`src/rtl/lif_pkg.sv`:
```
// Shared types and constants for the LIF scheduler: FSM state encoding,
// index-width helper and default threshold/refractory values.
package lif_pkg;

   typedef enum logic [1:0] {
      ST_IDLE   = 2'd0,
      ST_UPDATE = 2'd1,
      ST_DONE   = 2'd2
   } state_t;

   localparam logic [7:0] DEF_THRESH = 8'd127;
   localparam int         DEF_REFRAC = 2;

   function automatic int idx_width(input int n);
      return (n <= 2) ? 1 : $clog2(n);
   endfunction

endpackage

```
`src/rtl/lif_scheduler_if.sv`:
```
// Bus bundle for lif_scheduler: current-write handshake, timestep control,
// spike output and a debug view of the FSM state.
interface lif_scheduler_if
   import lif_pkg::*;
#(
   parameter int IDX_W = 2
);
   // cur_valid/cur_ready: a write transfers on any rising edge where both are
   // high; cur_idx/cur_data must be stable while cur_valid is high.
   logic             cur_valid;
   logic             cur_ready;
   logic [IDX_W-1:0] cur_idx;
   logic [7:0]       cur_data;
   logic             tick;
   logic             busy;
   logic             done;
   logic             spike_valid;
   logic [IDX_W-1:0] spike_idx;
   state_t           dbg_state;

   modport master (
      output cur_valid, cur_idx, cur_data, tick,
      input  cur_ready, busy, done, spike_valid, spike_idx, dbg_state
   );

   modport slave (
      input  cur_valid, cur_idx, cur_data, tick,
      output cur_ready, busy, done, spike_valid, spike_idx, dbg_state
   );
endinterface

```
`src/rtl/lif_update.sv`:
```
// Shared combinational membrane update: leak by half, integrate the buffered
// current with 8-bit wrap, and compare against the spike threshold.
module lif_update
   import lif_pkg::*;
(
   input  logic [7:0] cur_buf,
   input  logic [7:0] mem,
   input  logic [7:0] thresh,
   output logic [7:0] next,
   output logic       fire
);

   always_comb begin
      next = cur_buf + (mem >> 1);
      fire = (next >= thresh);
   end

endmodule

```
`src/rtl/lif_scheduler.sv`:
```
// Time-multiplexed leaky integrate-and-fire scheduler: one neuron visited per
// cycle after a tick. Optional refractory period enabled by LIF_REFRACTORY_EN.
module lif_scheduler
   import lif_pkg::*;
#(
   parameter int         N_NEURONS = 4,
   parameter logic [7:0] THRESH    = DEF_THRESH,
   parameter int         REFRAC    = DEF_REFRAC
) (
   input logic             clk,
   input logic             rst_n,
   lif_scheduler_if.slave  bus
);

   localparam int IDX_W = idx_width(N_NEURONS);

   state_t           state;
   state_t           state_nxt;
   logic             live;
   logic [IDX_W-1:0] idx;
   logic [7:0]       mem  [N_NEURONS];
   logic [7:0]       cbuf [N_NEURONS];
   logic             spike_valid;
   logic [IDX_W-1:0] spike_idx;
   logic [7:0]       upd_next;
   logic             upd_fire;
   logic             visit_fire;
   logic             write_en;
   logic             tick_en;
   logic             last;
   logic [8:0]       wr_sum;
   logic [7:0]       wr_sat;

   assign write_en = bus.cur_valid && bus.cur_ready;
   assign tick_en  = live && (state == ST_IDLE) && bus.tick;
   assign last     = (idx == IDX_W'(N_NEURONS - 1));
   assign wr_sum   = {1'b0, cbuf[bus.cur_idx]} + {1'b0, bus.cur_data};
   assign wr_sat   = wr_sum[8] ? 8'hff : wr_sum[7:0];

   lif_update u_update (
      .cur_buf (cbuf[idx]),
      .mem     (mem[idx]),
      .thresh  (THRESH),
      .next    (upd_next),
      .fire    (upd_fire)
   );

`ifdef LIF_REFRACTORY_EN
   logic [7:0] refr [N_NEURONS];
   logic       refr_active;
   assign refr_active = (refr[idx] != 8'd0);
   assign visit_fire  = upd_fire && !refr_active;
`else
   localparam int unused_refrac = REFRAC;
   assign visit_fire = upd_fire;
`endif

   always_ff @(posedge clk or negedge rst_n) begin
      if (!rst_n) state <= ST_IDLE;
      else        state <= state_nxt;
   end

   always_comb begin
      state_nxt = state;
      case (state)
         ST_IDLE:   if (tick_en) state_nxt = ST_UPDATE;
         ST_UPDATE: if (last)    state_nxt = ST_DONE;
         ST_DONE:                state_nxt = ST_IDLE;
         default:                state_nxt = ST_IDLE;
      endcase
   end

   // live holds cur_ready low until the first edge after reset release.
   always_comb begin
      bus.cur_ready   = live && (state == ST_IDLE);
      bus.busy        = (state != ST_IDLE) || spike_valid;
      bus.done        = (state == ST_DONE);
      bus.spike_valid = spike_valid;
      bus.spike_idx   = spike_idx;
      bus.dbg_state   = state;
   end

   always_ff @(posedge clk or negedge rst_n) begin
      if (!rst_n) begin
         live        <= 1'b0;
         idx         <= '0;
         spike_valid <= 1'b0;
         spike_idx   <= '0;
         for (int i = 0; i < N_NEURONS; i++) begin
            mem[i]  <= 8'd0;
            cbuf[i] <= 8'd0;
`ifdef LIF_REFRACTORY_EN
            refr[i] <= 8'd0;
`endif
         end
      end else begin
         live        <= 1'b1;
         spike_valid <= 1'b0;
         if (write_en) cbuf[bus.cur_idx] <= wr_sat;
         if (state == ST_IDLE) idx <= '0;
         if (state == ST_UPDATE) begin
            idx         <= idx + 1'b1;
            cbuf[idx]   <= 8'd0;
            spike_valid <= visit_fire;
            if (visit_fire) spike_idx <= idx;
`ifdef LIF_REFRACTORY_EN
            if (refr_active) begin
               mem[idx]  <= 8'd0;
               refr[idx] <= refr[idx] - 8'd1;
            end else if (upd_fire) begin
               mem[idx]  <= 8'd0;
               refr[idx] <= 8'(REFRAC);
            end else begin
               mem[idx]  <= upd_next;
            end
`else
            mem[idx] <= upd_fire ? 8'd0 : upd_next;
`endif
         end
      end
   end

endmodule

```
`src/flat_wrapper.sv`:
```
// flat-port wrapper written by rule: the top's interface ports become plain ports
module lif_scheduler_flat import lif_pkg::*;
#(
   parameter int         N_NEURONS = 4,
   parameter logic [7:0] THRESH    = DEF_THRESH,
   parameter int         REFRAC    = DEF_REFRAC
)
  (clk, rst_n, bus_cur_valid, bus_cur_idx, bus_cur_data, bus_tick, bus_cur_ready, bus_busy, bus_done, bus_spike_valid, bus_spike_idx, bus_dbg_state);
  lif_scheduler_if #(.IDX_W((idx_width((4))))) bus_i ();
  input logic clk;
  input logic rst_n;
  input wire logic [$bits(bus_i.cur_valid)-1:0] bus_cur_valid;
  input wire logic [$bits(bus_i.cur_idx)-1:0] bus_cur_idx;
  input wire logic [$bits(bus_i.cur_data)-1:0] bus_cur_data;
  input wire logic [$bits(bus_i.tick)-1:0] bus_tick;
  output wire logic [$bits(bus_i.cur_ready)-1:0] bus_cur_ready;
  output wire logic [$bits(bus_i.busy)-1:0] bus_busy;
  output wire logic [$bits(bus_i.done)-1:0] bus_done;
  output wire logic [$bits(bus_i.spike_valid)-1:0] bus_spike_valid;
  output wire logic [$bits(bus_i.spike_idx)-1:0] bus_spike_idx;
  output wire logic [$bits(bus_i.dbg_state)-1:0] bus_dbg_state;
  assign bus_i.cur_valid = bus_cur_valid;
  assign bus_i.cur_idx = bus_cur_idx;
  assign bus_i.cur_data = bus_cur_data;
  assign bus_i.tick = bus_tick;
  assign bus_cur_ready = bus_i.cur_ready;
  assign bus_busy = bus_i.busy;
  assign bus_done = bus_i.done;
  assign bus_spike_valid = bus_i.spike_valid;
  assign bus_spike_idx = bus_i.spike_idx;
  assign bus_dbg_state = bus_i.dbg_state;
  lif_scheduler #(.N_NEURONS(N_NEURONS), .THRESH(THRESH), .REFRAC(REFRAC)) u_core (.clk(clk), .rst_n(rst_n), .bus(bus_i));
endmodule
```
`config.mk`:
```
export PLATFORM = sky130hd
export DESIGN_NAME = lif_scheduler_flat
export DESIGN_NICKNAME = d
export VERILOG_FILES = /design/src/rtl/lif_pkg.sv /design/src/rtl/lif_scheduler_if.sv /design/src/rtl/lif_update.sv /design/src/rtl/lif_scheduler.sv /design/src/flat_wrapper.sv
export SDC_FILE = /design/constraint.sdc
export NUM_CORES = 1
export LEC_CHECK = 0
export BUFFER_PORTS_ARGS = -buffer_cell sky130_fd_sc_hd__buf_4
export CAP_MARGIN = 30
export CORE_ASPECT_RATIO = 1.4
export CORE_UTILIZATION = 57
export CTS_BUF_LIST = sky130_fd_sc_hd__clkbuf_4
export DETAILED_ROUTE_END_ITERATION = 7
export PLACE_DENSITY = 0.75
export SETUP_SLACK_MARGIN = 0.1
export SLEW_MARGIN = 30
export SYNTH_ARGS = -nofsm -noshare
export SYNTH_HDL_FRONTEND = slang
export SYNTH_SLANG_ARGS = --single-unit
```
`constraint.sdc`:
```
create_clock -name clk -period 4.4 [get_ports clk]
set_input_delay 0.22 -clock clk [delete_from_list [all_inputs] [get_ports clk]]
set_output_delay 0.22 -clock clk [all_outputs]
set_load 0.02 [all_outputs]
```
==> impl_metrics.toml <==
[hold_path]
hold_depth = 4
worstHoldStart = "bus_cur_data[0]"
hold_end = "u_core.cbuf[16]"
hold_path.class = "in -> reg"

[worst_setup_path]
crit_family = "multiplexers"
r2r_start = "u_core.idx[0]"
r2r_end = "u_core.bus.spike_idx[1]"
crit_chain = "buf_4 -> mux4_2 -> ha_1 -> o21ai_0 -> nor2_1 -> nor4_1 -> nand3_1 -> o22ai_2 -> mux2_1"
ff2ff_path_depth = 9
cp-start-kind = "flip-flop"
crit_type = "reg -> reg"
critical_path_buf_inv_count = 1
endpoint_kind = "flip-flop"
critPathRequiredTime_ns = 4.69
slowest_stage = "dfrtp_1"
rrSetupSlack_ns = 0.91
cpPeakStageDelay_ns = 0.57
crit_arrival_ns = 3.78
critPathMaxFanout = 16

[drt]
viasPerCell = 6.12
first_pass_iters = 4
route.detailed.drc = 0
ant_nets = 0
vias = 2859
drt-total-wl_mm = 8.67
drt_iter0_drc = 256
wl_per_cell_microns = 18.6

[timing]
hold_violations = 0
rsz0062_at_grt = "no"
tns_ns = 0
fmax_mhz = 287
max-slew-margin-rel = 0.416
tightest_slew_ns = 0.873
drv_slew = 0
clock_skew_ns = 0.0206
finalCritPeriodShare = 0.793
setup_viol = 0
timing.final.ws_setup_ns = 0.912
fin_crit_ns = 3.49

[clock_tree]
clk_path_buf_depth = 2
cts_inserted_buffers = 9
cts_tree = "done"
cts.repair.resized = 0
clkTransAtPathRegs_ns = 0.12
holdBufCountCts = 2
postCtsSetupRepairBufs = 0
clock_sinks = 68
cts-root-buf = "clkbuf_4"
htree_levels = 3
clk_latency_ns = 0.42

[pwr]
finalPower_uw = 3090
p_comb_frac = 0.536
clock_power_share = 0.127
p_leak_uw = 0.00191
peakVddDrop_mv = 0.385
p_sw_frac = 0.447
p_per_area_nw_per_um2 = 716
seq_power_share = 0.337
switching_power_uw = 1380
intPower_uw = 1710

[final_layout]
syn_to_final_growth_pct = 8.94
instances_no_fill = 467
drive_above_1_share = 0.219
layout_commonest_cell = "dfrtp_1"
layout_common_cells = "68 x dfrtp_1, 43 x o21ai_0, 38 x nand2_1"
fin_nets = 405

[global_routing]
grt_overflow = 0
grt_max_degree = 69
busiest_layer = "met2"
met1_usage = 0.356
use_met3 = 0.0510
grt_first_pass_wirelength_mm = 14.5
grt_use_met2 = 0.435
antenna_found_initial = 0
first_global_vias = 2863
grt_usage = 0.267

[placed_design]
gp_congestion = 0.844
pre_cts_slack_ns = 0.913
portBuffers = 21
dp_cells = 449
place_hpwl_mm = 5.97

[synthesis]
avgSynthCellArea_sq_um = 11.2
synth_cell_types = 55
ys_seq_area_frac = 0.430
netlist_instances = 354
syn_area_sq_um = 3960
yosysTopAreaCell = "dfrtp_1"
synth.area.top_cells = "dfrtp_1 43%, mux4_2 13%, ha_1 6.0%"
ys_seq_elements = 68
synthFlopType = "dfrtp_1"
ys_warn_count = 0
async_flop_share = 1.00
synth_top_area_share = 0.430
syn-num-nets = 389
synth-edff-count = 0

[floorplan]
num_rows = 35
die_y_microns = 101
core_sq_um = 6660
start_util = 0.595
die_w_microns = 72.4
dieArea_sq_um = 7290
pin_count = 22

[run_status]
status = "completed"

[flow_run]
cap_violations = 0
==> cells in the mapped netlist (3+ instances only) <==
cell / instances
a31oi_1: 20
xor2_1: 5
mux4_2: 23
and2_1: 4
nor3_1: 5
ha_1: 19
nor2_1: 10
inv_1: 7
clkbuf_1: 12
a21oi_1: 13
a21o_1: 4
nand3_1: 5
dfrtp_1: 68
buf_2: 5
o21ai_0: 43
o31ai_2: 5
xnor2_1: 5
o31ai_1: 12
nand2_1: 38
nor2b_1: 6
and4_1: 3
==> kinds of logic (layout without fill, tap and decap cells) <==
family | Yosys count | after routing | share of synthesized area
multiplexers | 25 | 25 | 0.137
AND/OR/NAND/NOR | 90 | 90 | 0.118
AO/OA/AOI/OAI | 110 | 110 | 0.183
XOR/XNOR | 11 | 11 | 0.0291
adder cells (fa/ha/maj) | 21 | 21 | 0.0702
flip-flops | 68 | 68 | 0.430
buffers and inverters | 28 | 48 | 0.0332
other | 1 | 2 | 0.000947
==> per-layer routing <==
metal	vias up	share of wire
li1	1363	-
met1	1412	0.43
met2	76	0.52
met3	8	0.041
met4	0	0.014
met5	-	0
==> sequential cells by signal, indices dropped and copies added (netlist names) <==
register,count
u_core.bus.spike_valid,1
u_core.cbuf,32
u_core.mem,28
u_core.bus.spike_idx,2
u_core.idx,2
u_core.live,1
u_core.bus.dbg_state,2
==> final cells by class <==
cell class,count,area (sq um)
Fill cell,553,2340
Antenna cell,1,2.50
Sequential cell,68,1700
Clock buffer,9,67.6
Multi-Input combinational cell,258,2140
Tap cell,92,115
Clock inverter,6,56.3
Inverter,7,26.3
Timing Repair Buffer,26,200
==> through the flow <==
| stage | instance area [sq um] | hold slack [ns] | util |
|---|---|---|---|
| floorplan | 3960 | -0.0756 | - |
| global placement | 4150 | 0.379 | 0.623 |
| detailed placement | 4150 | 0.379 | 0.623 |
| CTS | 4290 | 0.226 | 0.645 |
| global route | 4310 | 0.232 | 0.648 |
| finish | 4310 | 0.248 | 0.648 |
==> worst register-to-register path, delay by kind of cell (launching register included) <==
| family | cells | cell delay, ns |
|---|---|---|
| muxes | 2 | 0.91 |
| and+or+nand+nor | 3 | 0.65 |
| DFF | 1 | 0.57 |
| AOI/OAI and AO/OA | 2 | 0.48 |
| adders and majority gates | 1 | 0.41 |
| buffers and inverters | 1 | 0.35 |
==> worst max-delay path by stage <==
stage	end	slack, ns	start	cells after the start
6_report	u_core.bus.spike_idx[1]	0.91	u_core.idx[0]	9
4_1_cts	u_core.bus.spike_idx[0]	0.88	u_core.idx[0]	9
2_1_floorplan	u_core.bus.spike_idx[0]	1.11	u_core.idx[0]	10
3_5_place_dp	u_core.bus.spike_idx[0]	0.91	u_core.idx[0]	9
3_3_place_gp	u_core.bus.spike_idx[0]	1.05	u_core.idx[0]	9
5_1_grt	u_core.bus.spike_idx[0]	0.70	u_core.idx[0]	9
==> power groups by stage <==
| stage | Clock (uW) | Sequential [uW] | Combinational (uW) |
|---|---|---|---|
| 6_report | 393 | 1040 | 1660 |
| 5_1_grt | 419 | 1070 | 1830 |
| 3_5_place_dp | 0 | 1050 | 1640 |
| 4_1_cts | 393 | 1040 | 1650 |
| 2_1_floorplan | 0 | 990 | 1310 |
| 3_3_place_gp | 0 | 1030 | 1590 |
No activity file was read; power rests on OpenSTA's default activity.
